### src/rtl/interval_capture_pkg.sv
// Shared definitions for the interval capture block: FSM encodings and default width.
package interval_capture_pkg;

  localparam int DEF_WIDTH = 5;

  typedef enum logic [1:0] {
    IDLE    = 2'd0,
    MEASURE = 2'd1,
    REPORT  = 2'd2
  } state_e;

endpackage

### src/rtl/interval_capture_sat_counter.sv
// Saturating up-counter: clr beats inc, holds at all-ones instead of wrapping.
module sat_counter
  import interval_capture_pkg::*;
#(
  parameter int WIDTH = DEF_WIDTH
) (
  input  logic             clk,
  input  logic             reset,
  input  logic             clr,
  input  logic             inc,
  output logic [WIDTH-1:0] cnt,
  output logic             at_max
);

  localparam logic [WIDTH-1:0] MAX = '1;

  assign at_max = (cnt == MAX);

  always_ff @(posedge clk) begin
    if (reset)                cnt <= '0;
    else if (clr)             cnt <= '0;
    else if (inc && !at_max)  cnt <= cnt + 1'b1;
  end

endmodule

### src/rtl/interval_capture.sv
// Measures enabled cycles between start and stop; reports value/overflow with a valid strobe.
module interval_capture
  import interval_capture_pkg::*;
#(
  parameter int WIDTH = DEF_WIDTH
) (
  input  logic             clk,
  input  logic             reset,
  input  logic             enable,
  input  logic             start,
  input  logic             stop,
  output logic [WIDTH-1:0] value,
  output logic             valid,
  output logic             overflow,
  output logic             busy,
  output logic [WIDTH-1:0] count
);

  state_e state, state_nxt;
  logic   clr, inc, at_max, ovf, report;

  sat_counter #(.WIDTH(WIDTH)) u_cnt (
    .clk    (clk),
    .reset  (reset),
    .clr    (clr),
    .inc    (inc),
    .cnt    (count),
    .at_max (at_max)
  );

  always_ff @(posedge clk) begin
    if (reset) state <= IDLE;
    else       state <= state_nxt;
  end

  always_comb begin
    state_nxt = state;
    clr       = 1'b0;
    inc       = 1'b0;
    report    = 1'b0;
    unique case (state)
      IDLE: if (start) begin
        state_nxt = MEASURE;
        clr       = 1'b1;
      end
      MEASURE: begin
        // stop outranks both a restart and the count in its own cycle
        if (stop) begin
          state_nxt = REPORT;
          report    = 1'b1;
        end else if (start) begin
          clr = 1'b1;
        end else begin
          inc = enable;
        end
      end
      REPORT: begin
        state_nxt = start ? MEASURE : IDLE;
        clr       = start;
      end
      default: state_nxt = IDLE;
    endcase
  end

  // Sticky: an increment attempted while already saturated marks the run as overflowed.
  always_ff @(posedge clk) begin
    if (reset)                ovf <= 1'b0;
    else if (clr)             ovf <= 1'b0;
    else if (inc && at_max)   ovf <= 1'b1;
  end

  always_ff @(posedge clk) begin
    if (reset) begin
      value    <= '0;
      valid    <= 1'b0;
      overflow <= 1'b0;
      busy     <= 1'b0;
    end else begin
      valid <= report;
      busy  <= (state_nxt == MEASURE);
      if (report) begin
        value    <= count;
        overflow <= ovf;
      end
    end
  end

endmodule

### config.mk
export PLATFORM = sky130hd
export DESIGN_NAME = interval_capture
export DESIGN_NICKNAME = d
export VERILOG_FILES = /design/src/rtl/interval_capture_pkg.sv /design/src/rtl/interval_capture_sat_counter.sv /design/src/rtl/interval_capture.sv
export SDC_FILE = /design/constraint.sdc
export NUM_CORES = 1
export LEC_CHECK = 0
export CAP_MARGIN = 20
export CORE_MARGIN = 2
export CORE_UTILIZATION = 44
export CTS_CLUSTER_SIZE = 30
export DETAILED_ROUTE_END_ITERATION = 12
export GPL_ROUTABILITY_DRIVEN = 0
export PLACE_DENSITY = 0.84
export SLEW_MARGIN = 20
export SYNTH_ARGS = -nofsm -noshare
export SYNTH_HDL_FRONTEND = slang
export SYNTH_SLANG_ARGS = --single-unit
### constraint.sdc
create_clock -name clk -period 2.3 [get_ports clk]
set_input_delay 0.575 -clock clk [delete_from_list [all_inputs] [get_ports clk]]
set_output_delay 0.575 -clock clk [all_outputs]
set_load 0.02 [all_outputs]
## After elaboration in Yosys (flattened, before gate mapping)

Cells that the tools add are included.

| storage, ports and cells | value |
|---|---|
| register bits after elaboration | 16 |
| word-level logic and storage cells | 29 |

| cells by class | value |
|---|---|
| equal/unequal tests | 4 |
| multiplexer cells | 12 |
| reduce and logical (&&, ||, !) cells | 5 |
| add/sub/neg operators | 1 |

Operators by type and width:

| kind | count |
|---|---|
| 1-bit 2-to-1 mux | 8 |
| 2-bit one-hot mux with 3 select lines | 1 |
| 5-bit by 1-bit adder with 5-bit output (second input constant) | 1 |
| 5-bit == test (second input constant) | 1 |
| 2-bit by 1-bit == test with 1-bit output (second input constant) | 2 |
| 2-bit 2-to-1 mux | 2 |
| 1-bit one-hot mux with 3 select lines | 1 |
| 2-bit == test (second input constant) | 1 |
| 1-bit logical AND | 2 |
| 2-bit zero test | 1 |
| 2-bit OR reduction | 1 |
| 1-bit zero test | 1 |

## Logic depth before layout (Yosys ltp)

Gate-level depths: netlist of run 1.

| logic depth | value |
|---|---|
| word-level depth | 4 |
| mapped depth | 6 |

## Cells and area by module

Synthesis of run 1 repeated with hierarchy kept, for this count alone.

| unflattened totals | value |
|---|---|
| cells, all modules | 72 |
| area, all modules | 649.4 µm² |

By module, submodules not included:

| module | area each (µm²) | times used | cells an instance |
|---|---|---|---|
| interval_capture | 410.4 | 1 | 46 |
| sat_counter | 239.0 | 1 | 26 |

## Worst setup path before layout of run 1

Ideal clock, no wire load.

| timing | value |
|---|---|
| kind | reg2reg |
| start | register u_cnt.cnt[0] |
| end | register u_cnt.cnt[3] |
| buffers on the path | 0 |
| slack | 0.365 ns |
| required time | 2.230 ns |
| stages on the path, launching flop included | 7 |
| library setup time | 0.070 ns |
| arrival | 1.865 ns |
| cell sequence | dfxtp_1 ha_1 and3_1 ha_1 nand4bb_1 or4_1 a21oi_1 |

| between the ends | value |
|---|---|
| word-level cells in the longest chain between the ends | 3 |

Ends and longest elaborated chain:

| item | RTL line | source |
|---|---|---|
| from (decl) | interval_capture_sat_counter.sv:11 | `output logic [WIDTH-1:0] cnt,` |
| from (signal assigned) | interval_capture_sat_counter.sv:22 | `else if (inc && !at_max) cnt <= cnt + 1'b1;` |
| branches (longest 3 deep; another with 5-bit by 1-bit adder with 5-bit output) | - |  |

Several ways; the timed one is not identified.
A chain may end at the register's enable or synchronous reset.

## Worst setup path in the final report of run 1

Ends and elaborated chain as after synthesis.

==> results of run 1 <==
-- kinds of logic (layout without fill, tap and decap cells) --
kind of cell,Yosys count,after routing
buffers and inverters,3,22
flip-flops,16,16
AND/OR/NAND/NOR,25,25
multiplexers,7,7
adder cells (fa/ha/maj),2,2
AO/OA/AOI/OAI,13,13
-- cell usage after synthesis, drive strengths merged --
library cell,n,share of area [%]
o31ai,2,2.3
nand3,3,2.3
nand4bb,1,1.8
dfxtp,16,50
or3,1,1.2
o21ai,4,3.1
or4,2,2.3
and3,1,0.97
a21o,1,1.2
nand4b,1,1.4
nor4bb,1,1.6
and4b,1,1.6
a21oi,6,4.7
clkbuf,3,1.9
nor2,12,7.0
ha,2,3.9
nand3b,1,1.2
mux2i,7,11
or2,1,0.97
-- routing by layer --
metal,global-route usage (%),part of all wire (%),vias up
met5,0,0,-
met4,7.50,1.8,0
met3,3.88,3.1,4
met2,30.2,51,14
met1,19.7,43,263
li1,-,-,279
-- power by group --
part           switching, mW  total, mW  internal (mW)  leakage (nW)
Combinational         0.0202     0.0385         0.0183         0.204
Sequential           0.00341      0.284          0.281         0.130
Clock                 0.0893      0.186         0.0965        0.0210
Total                  0.113      0.508          0.395         0.354
-- flip-flops by register name, indices dropped and copies added (netlist names) --
signal,count
busy,1
overflow,1
ovf,1
state,2
u_cnt.cnt,5
valid,1
value,5
-- area by class of cell --
type / count / area, um2
clock buffers: 4 / 36.3
fillers: 104 / 470
multi-input cells: 47 / 310
flip-flops and latches: 16 / 320
well taps: 15 / 18.8
repair buffers: 18 / 178
-- through the flow --
stage                     util (%)  cell area [um2]  hold slack, ns  total power, mW
after global placement        62.0              827           0.462            0.328
after floorplan                  -              643           0.436            0.312
final                         64.7              863           0.506            0.508
after CTS                     64.7              863           0.513            0.511
after detailed placement      62.0              827           0.468            0.329
after global routing          64.7              863           0.542            0.530
-- tightest hold or removal path, stage by stage (launching register included) --
cell     delay [ns]
dfxtp_1        0.34
mux2i_1        0.07
nor2_1         0.07
-- final timing paths --
kind	to	cells past startpoint
max	u_cnt.cnt[3]	6
min	value[1]	2
max reg2reg	u_cnt.cnt[3]	6
min reg2reg	value[1]	2
==> flow_summary.yaml, run 1 <==
synthesis:
  ys_seq_area_share_pct: 49.8
  synthSimpleGateAreaFrac_pct: 22.2
  synthCells: 66
  syn_avg_cell_area_um2: 9.74
  synth_top_family_by_area: "simple AND/OR/NAND/NOR gates"
  synth_cell_types: 20
  ys_warn_count: 0
  synthesis.area_um2: 643
  syn-num-nets: 73
  ys_ff_latch: 16
  yosys.area_share.adder_pct: 3.89
  synth-xor-area-share_pct: 0
  synth_compound_area_share_pct: 11.3
  synth_mux_area_share_pct: 10.9
clocking:
  ctsResizeCount: 0
  post_cts_buffers: 0
  clockBufferDepth: 2
  cts_hold_buf: 0
  worstSkewPairLatency_ns: 0.29
  cts_buffers: 3
  root_buffer: "clkbuf_4"
  htree_levels: 1
  cts.sinks: 16
  path_clk_slew_ns: 0.09
  cts_tree: "done"
floorplanning:
  die_w_um: 42.2
  io_pins: 18
  fp.coreArea_um2: 1330
  die_h_um: 42.2
  num_rows: 13
  start_util_pct: 48.2
  die_area_um2: 1780
grt:
  grt_pass1_wl_mm: 2.30
  overflow: 0
  grt_max_degree: 12
  gr-usage-all-layers_pct: 17.2
  antenna_found_initial: 0
  grt_pass1_vias: 523
power_and_ir_drop:
  ir_drop_mv: 0.412
  leakagePower_nw: 0.354
  power.density_nw_per_um2: 589
drt:
  first_pass_iters: 4
  drc: 0
  wl_mm: 1.31
  viasPerCell: 5.60
  ant_nets: 0
  drtIter0Drc: 21
  wire_per_inst_um: 13.1
  via_count: 560
setup_path:
  crit_start: "u_cnt.cnt[0]"
  startpoint_type: "flip-flop"
  critPathTopFamily: "simple AND/OR/NAND/NOR gates"
  crit_fanout: 6
  cp_slowest_stage_delay_ns: 0.52
  worst-path-buf-inv: 0
  cpMostUsedCell: "ha_1"
  crit_type: "flip-flop to flip-flop"
  reg2reg_slack_ns: 0.27
  slowest_stage: "or4_1"
  crit_path_end_kind: "flip-flop"
  path_cells: "ha_1, and3_1, ha_1, nand4bb_1, or4_1, a21oi_1"
  arrival_ns: 2.25
  rr_startpoint: "u_cnt.cnt[0]"
  cp_data_required_time_ns: 2.53
finish:
  fin_cells: 100
  layout_commonest_cell: "clkdlybuf4s50_1"
  area_delta_synth_final_pct: 34.2
  n_antenna_cell: 0
  final_cell_mix: "clkdlybuf4s50_1, dfxtp_1, nor2_1"
  drive_gt1_share_pct: 7.06
  nNetsFinal: 93
place:
  place_ws_ns: 0.198
  io_buffers: 17
  dp_hpwl_um: 990
  place_inst: 96
sta:
  finalHoldViolations: 0
  clock.fmax_mhz: 493
  fin_crit_ns: 2.03
  setup_viol: 0
  fin_ws_ns: 0.272
  tightest_slew_ns: 0.482
  post-route-period-util_pct: 88.2
  grt_setup_unrepaired: "no"
  fin_worst_skew_ns: 0.00300
  fin_tns_setup_ns: 0
  drv_slew: 0
  slew_headroom_pct: 67.8
run:
  maxCapViolations: 0
min_path:
  min_from: "value[1]"
  min_path_type: "flip-flop to flip-flop"
outcome:
  status: "complete, no violations"
Note: power is estimated with default switching activity, not from simulation.
==> run 2: changes to the inputs <==
--- a/config.mk
+++ b/config.mk
@@ -5,9 +5,10 @@
 export SDC_FILE = /design/constraint.sdc
 export NUM_CORES = 1
 export LEC_CHECK = 0
+export ABC_AREA = 1
 export CAP_MARGIN = 20
 export CORE_MARGIN = 2
-export CORE_UTILIZATION = 44
+export CORE_UTILIZATION = 45
 export CTS_CLUSTER_SIZE = 30
 export DETAILED_ROUTE_END_ITERATION = 12
 export GPL_ROUTABILITY_DRIVEN = 0
==> run 2 against run 1 <==
Via count is 11% higher. Synthesized cell count increased by 38%. Cell count rose by 25%. Largest power group unchanged.
==> flow_summary.yaml, run 2 <==
grt:
  busiest_layer: "met2"
  grt_pass1_wl_mm: 2.36
  grt_use_met1_pct: 18.8
  overflow: 0
  antenna_found_initial: 0
  use_met3_pct: 6.67
  grt_use_met2_pct: 29.4
  gr-usage-all-layers_pct: 16.9
  grt_max_degree: 12
  grt_pass1_vias: 554
floorplanning:
  fp.coreArea_um2: 1490
  io_pins: 18
  die_w_um: 43.6
  die_area_um2: 1900
  num_rows: 14
  start_util_pct: 47.5
  die_h_um: 43.6
sta:
  fin_tns_setup_ns: 0
  slew_headroom_pct: 67.5
  tightest_slew_ns: 0.486
  drv_slew: 0
  setup_viol: 0
  clock.fmax_mhz: 510
  post-route-period-util_pct: 85.3
  fin_ws_ns: 0.338
  fin_crit_ns: 1.96
  finalHoldViolations: 0
  fin_worst_skew_ns: 0.000230
  grt_setup_unrepaired: "no"
  whs_ns: 0.449
clocking:
  path_clk_slew_ns: 0.08
  clockBufferDepth: 2
  worstSkewPairLatency_ns: 0.28
  cts_hold_buf: 0
  cts_buffers: 3
  ctsResizeCount: 0
  post_cts_buffers: 0
  cts_tree: "done"
  root_buffer: "clkbuf_4"
  cts.sinks: 16
  htree_levels: 1
finish:
  area_delta_synth_final_pct: 28.0
  final_cell_mix: "clkdlybuf4s50_1, dfxtp_1, nand2_1"
  nNetsFinal: 118
  final_cell_area_um2: 905
  utilization_pct: 60.8
  largestRegisters: "u_cnt.cnt x5, value x5, state x2"
  drive_gt1_share_pct: 11.9
  n_antenna_cell: 0
  layout_commonest_cell: "clkdlybuf4s50_1"
drt:
  via_count: 621
  ant_nets: 0
  drc: 0
  wire_per_inst_um: 11.0
  first_pass_iters: 4
  viasPerCell: 4.97
  drtIter0Drc: 6
  wl_mm: 1.38
setup_path:
  arrival_ns: 1.39
  path_cells: "clkdlybuf4s50_1"
  critPathTopFamily: "buffers and inverters"
  crit_fanout: 6
  crit_type: "flip-flop to output pin"
  worst-path-buf-inv: 1
  cp_data_required_time_ns: 1.73
  startpoint_type: "flip-flop"
  slowest_stage: "clkdlybuf4s50_1"
  crit_path_end_kind: "output pin"
  cp_slowest_stage_delay_ns: 0.66
power_and_ir_drop:
  power.density_nw_per_um2: 531
  leakagePower_nw: 0.365
  ir_drop_mv: 0.311
synthesis:
  ys_ff_latch: 16
  synth.most_common_cell: "dfxtp_1"
  synth_edf_count: 0
  synth_top_area_cell: "dfxtp_1"
  synthesis.area_um2: 707
  synth_cell_types: 21
  async_flop_share_pct: 0
  synthFlopType: "dfxtp_1"
  syn-num-nets: 98
  synth_common_cells: "dfxtp_1, nand2_1, inv_1, nor2_1, nand3_1"
  ys_seq_area_share_pct: 45.3
  synthTopCellsByArea: "dfxtp_1, nand2_1, nand3_1, a21oi_1, inv_1"
  synthCells: 91
  syn_avg_cell_area_um2: 7.77
  synth_top_area_share_pct: 45.3
  ys_warn_count: 0
place:
  dp_hpwl_mm: 1.04
  io_buffers: 17
  placed_area_um2: 882
  place_ws_ns: 0.355
run:
  maxCapViolations: 0
min_path:
  min_path_type: "flip-flop to flip-flop"
outcome:
  status: "complete, no violations"
[run 2: logic make-up after synthesis]
group | share of synthesized area, %
compound gates | 9.91
xor+xnor | 1.24
fa+ha+maj | 3.54
buf+inv | 9.56
flops | 45.3
simple gates | 30.4
[run 2: area by class of cell]
type	count	area, um2
well taps	16	20.0
inverters	14	52.6
multi-input cells	59	319
flip-flops and latches	16	320
fillers	124	584
clock buffers	3	22.5
repair buffers	17	170
[run 2: where the power goes]
group          internal, mW  leakage, nW  switching [mW]
clock                0.0607       0.0138          0.0806
sequential            0.282        0.130         0.00393
combinational        0.0207        0.221          0.0324
[run 2: worst paths after layout]
| check | depth (start not counted) | start | end | slack [ns] |
|---|---|---|---|---|
| hold / removal | 2 | ovf | ovf | 0.45 |
| hold reg to reg | 2 | ovf | ovf | 0.45 |
| setup / recovery | 1 | u_cnt.cnt[0] | count[0] | 0.34 |
| setup reg to reg | 8 | u_cnt.cnt[0] | u_cnt.cnt[1] | 0.76 |
[run 2: per-stage QoR]
step	power, mW	std cells
global route	0.507	125
CTS	0.487	125
floorplan	0.327	91
detailed placement	0.345	122
global placement	0.344	122
finish	0.480	125
[run 2: routing by layer]
layer | part of all wire (%) | routed length [um]
met2 | 50 | 691
met3 | 6.0 | 82
met1 | 43 | 588
met5 | 0 | 0
met4 | 1.0 | 14
